`src/rtl/irq_ctrl.sv`:
```
// irq_ctrl: vectored interrupt controller with edge-detected pending latches, mask, global enable and fixed priority.
// Define IRQ_CTRL_NESTING_EN to allow strictly higher-priority channels to preempt a handler in service.
module irq_ctrl #(
  parameter int N_IRQ = 4,
  parameter int PCW = 10,
  parameter int VEC_BASE = 1008,
  parameter int VEC_STRIDE = 4,
  localparam int IDW = $clog2(N_IRQ)
) (
  input  logic             clk,
  input  logic             reset,
  input  logic [N_IRQ-1:0] irq,
  input  logic             mask_we,
  input  logic [N_IRQ-1:0] mask_wd,
  input  logic             gie_set,
  input  logic             gie_clr,
  input  logic             irq_ack,
  input  logic             iret,
  output logic             irq_req,
  output logic [IDW-1:0]   irq_id,
  output logic [PCW-1:0]   irq_vec,
  output logic [N_IRQ-1:0] pending,
  output logic [N_IRQ-1:0] in_service,
  output logic             gie
);
  typedef enum logic [1:0] {IDLE, REQ, SERVICE} state_t;
  state_t           r_state;
  logic [N_IRQ-1:0] r_irq_q, r_pending, r_in_service, r_mask;
  logic             r_gie, r_req;
  logic [IDW-1:0]   r_id;
  logic [PCW-1:0]   r_vec;
  logic [N_IRQ-1:0] w_rise, w_prio_ok, w_elig, w_oh, w_is_next;
  logic [IDW-1:0]   w_win;
  logic             w_ack;
  assign w_rise = irq & ~r_irq_q;
  assign w_oh = N_IRQ'(1) << r_id;
  assign w_ack = (r_state == REQ) && irq_ack;
`ifdef IRQ_CTRL_NESTING_EN
  // Bits strictly below the lowest in-service bit; all ones when nothing is in service.
  assign w_prio_ok = (r_in_service & (~r_in_service + N_IRQ'(1))) - N_IRQ'(1);
  assign w_is_next = (iret ? r_in_service & (r_in_service - N_IRQ'(1)) : r_in_service) | (w_ack ? w_oh : '0);
`else
  assign w_prio_ok = '1;
  assign w_is_next = (r_in_service & ~((r_state == SERVICE && iret) ? w_oh : '0)) | (w_ack ? w_oh : '0);
`endif
  assign w_elig = r_pending & r_mask & {N_IRQ{r_gie}} & w_prio_ok;
  always_comb begin
    w_win = '0;
    for (int i = N_IRQ - 1; i >= 0; i--)
      if (w_elig[i]) w_win = IDW'(i);
  end
  always_ff @(posedge clk) begin
    if (!reset) begin
      r_irq_q <= '0;
      r_pending <= '0;
      r_in_service <= '0;
      r_mask <= '0;
      r_gie <= 1'b0;
    end else begin
      r_irq_q <= irq;
      r_pending <= (r_pending & ~(w_ack ? w_oh : '0)) | w_rise;
      r_in_service <= w_is_next;
      r_mask <= mask_we ? mask_wd : r_mask;
      r_gie <= gie_clr ? 1'b0 : (gie_set ? 1'b1 : r_gie);
    end
  end
  always_ff @(posedge clk) begin
    if (!reset) begin
      r_state <= IDLE;
      r_req <= 1'b0;
      r_id <= '0;
      r_vec <= '0;
    end else begin
      case (r_state)
        IDLE: if (|w_elig) begin
          r_id <= w_win;
          r_vec <= PCW'(VEC_BASE + int'(w_win) * VEC_STRIDE);
          r_req <= 1'b1;
          r_state <= REQ;
        end
        REQ: if (irq_ack) begin
          r_req <= 1'b0;
`ifdef IRQ_CTRL_NESTING_EN
          r_state <= IDLE;
`else
          r_state <= SERVICE;
`endif
        end else if (!w_elig[r_id]) begin
          r_req <= 1'b0;
          r_state <= IDLE;
        end
        SERVICE: if (iret) r_state <= IDLE;
        default: r_state <= IDLE;
      endcase
    end
  end
  assign irq_req = r_req;
  assign irq_id = r_id;
  assign irq_vec = r_vec;
  assign pending = r_pending;
  assign in_service = r_in_service;
  assign gie = r_gie;
endmodule

```
`config.mk`:
```
export PLATFORM = sky130hd
export DESIGN_NAME = irq_ctrl
export DESIGN_NICKNAME = d
export VERILOG_FILES = /design/src/rtl/irq_ctrl.sv
export SDC_FILE = /design/constraint.sdc
export NUM_CORES = 1
export LEC_CHECK = 0
export ABC_AREA = 1
export CORE_UTILIZATION = 45
export CTS_CLUSTER_DIAMETER = 200
export DETAILED_ROUTE_END_ITERATION = 16
export PLACE_DENSITY = 0.82
export SLEW_MARGIN = 30
export SYNTH_ARGS = -nofsm -noshare
export SYNTH_HDL_FRONTEND = slang
export SYNTH_SLANG_ARGS = --single-unit
export TNS_END_PERCENT = 20
```
`constraint.sdc`:
```
create_clock -name clk -period 2.6 [get_ports clk]
set_input_delay 0.52 -clock clk [delete_from_list [all_inputs] [get_ports clk]]
set_output_delay 0.52 -clock clk [all_outputs]
set_load 0.005 [all_outputs]
```
==> run metrics <==
Initial DRC Count 27; number of CTS-inserted buffers 3; Worst EP arrival 1.34 ns; CP Max Fanout 8; largest net degree at the start of global routing 15; setup slack after layout 0.737 ns; Pins Over Slew Limit 0; Final #Nets 173; clk sinks 23; sequential share of power 0.612; most numerous cell in the Yosys netlist dfxtp_1; hold buffer count at cts 0; WL final 1980 µm; clk slew on worst S/H paths 0.12 ns; fmax 537 MHz; Post-Syn Area 953 µm²; Power Internal 0.478 mW; hold path cells 1; vias 895; final hold violation count 0; CP max-delay cell clkdlybuf4s50_1; P per Cell Area 483 nW/µm²; top_reg_cell synth dfxtp_1; sw frac 0.235; ys async rst share 0; Register-to-Register Path Depth 9; Max VDD drop 0.000398 V; result of the run completed; Final Total Pwr 0.625 mW; # setup viols final 0; crit-path max cell delay 0.55 ns; share of the synthesized area in the top cell type 0.483; HPWL after detailed placement 1560 µm; worst-case hold slack 0.427 ns; first drt pass iteration count 6; CTS max path bufs 2; count of non-filler cells in the finished layout 184; final period utilization 0.716; ant diodes 0; startpoint types flop; leakage 0.542 nW; Worst EP required 2.08 ns; H-tree levels 1; Synth Instances 127; WP depth 1; DRC 0; initial antenna violation count 0; Root Driver clkbuf_4; Crit path max-delay family buffers and inverters; gr ovfl total 0; vias in the first global route 766; Placed Instances 180; TritonCTS clock tree done; routed len/inst 10.8 µm; Setup Buffers After CTS 0; area growth from synthesis to layout 35.7%; first-pass GRT wire length 3210 µm; layout cells sized above 1 0.0510; CP bufs+invs 1; #FFs+latches synth 23; post_cts resized 0; Die Y 48.0 µm; area occupied by multi-input gates 380 µm²; Yosys warnings 0; die width 48.0 µm; Boundary Pins 37; Gate power share 0.126; Worst Hold Class reg2reg; maxcap violations 0; FF/Latch Area 460 µm²; setup TNS 0 ns; clk_lat worst skew 0.31 ns; Critical R2R Launch irq_id[0]; min-delay src r_irq_q[3]; # fillers 165; gpl congestion 0.858; Setup crit start irq_id[0]; num rows 16; number of distinct library cells after synthesis 17; crit path capture type output pin; largest cells by area after synthesis dfxtp_1 48%, nand2_1 7.5%, nor2_1 7.5%; Psw 0.147 mW; setup repair after global routing missed its margin no; sequential area share after synthesis 0.483; clock power share 0.262; Period minus WS final 1.86 ns; Commonest cells post-synth 23 x dfxtp_1, 19 x nand2_1, 19 x nor2_1, 14 x nand3_1, 13 x o21ai_0; number of synthesized flops with an enable pin 0; Yosys top cell by area dfxtp_1; crit path kind reg2out; DR vias/cell 4.86; Avg Cell Area, Syn 7.51 µm²; Layout Skew 0.00812 ns; Core ar. 1980 µm²; IO Port Bufs 34; Initial Util 0.481; Setup Slack @ Placement 0.976 ns; critical-path cell list clkdlybuf4s50_1; die area 2310 µm²; GRT Overall Usage 0.200; Routed Antenna Nets 0
logic make-up (layout without fill, tap and decap cells):
| family | after synthesis | after routing | share of synthesized area |
|---|---|---|---|
| AOI/OAI and AO/OA | 22 | 22 | 0.119 |
| buffers and inverters | 22 | 51 | 0.122 |
| DFF | 23 | 23 | 0.483 |
| other | 1 | 2 | 0.00393 |
| and+or+nand+nor | 59 | 59 | 0.272 |
state kept, by name, summed over array words and instances (netlist names):
| signal | flops |
|---|---|
| gie | 1 |
| in_service | 4 |
| irq_id | 1 |
| irq_req | 1 |
| irq_vec | 2 |
| pending | 4 |
| r_irq_q | 4 |
| r_mask | 4 |
| r_state | 2 |
cell usage in the layout (no fill, tap or decap):
cell type and count:
o21ai_0 13, nand2_2 2, clkinv_1 1, nand2_1 19, buf_4 1, clkbuf_4 3
inv_1 11, nand3_2 1, clkbuf_1 1, nand4_1 1, clkdlybuf4s50_1 34, nand3_1 14
nor2_1 19, a21oi_1 8, conb_1 2, nor3_1 2, dfxtp_1 23, a21oi_2 1
nand3b_1 1
through the flow:
| step | area [µm²] | utilization |
|---|---|---|
| after global placement | 1270 | 0.640 |
| after CTS | 1290 | 0.653 |
| after detailed placement | 1270 | 0.640 |
| after floorplan | 957 | - |
| final | 1290 | 0.653 |
| after global routing | 1290 | 0.653 |
layer usage:
metal | global-route usage | vias up | share of wire
met4 | 0.0889 | 0 | 0.0081
met2 | 0.322 | 40 | 0.47
met1 | 0.254 | 390 | 0.46
met3 | 0.0491 | 2 | 0.060
li1 | - | 463 | -
met5 | 0 | - | 0
layout make-up:
type                            instances  share of cell area
Clock buffer                            4              0.0203
Inverter                               12              0.0348
Multi-Input combinational cell         83               0.294
Sequential cell                        23               0.356
Tap cell                               27              0.0261
Timing Repair Buffer                   35               0.269
power groups by stage:
stage | clock, mW | sequential (mW) | combinational (mW)
floorplan | 0 | 0.388 | 0.0326
global placement | 0 | 0.390 | 0.0771
detailed placement | 0 | 0.390 | 0.0790
CTS | 0.170 | 0.382 | 0.0795
global route | 0.184 | 0.385 | 0.0886
finish | 0.164 | 0.382 | 0.0789
worst paths after layout:
kind | endpoint | slack [ns]
max | irq_id[0] | 0.74
max reg2reg | irq_req | 1.31
min | pending[3] | 0.43
min reg2reg | pending[3] | 0.43
Note: power is estimated with default switching activity, not from simulation.
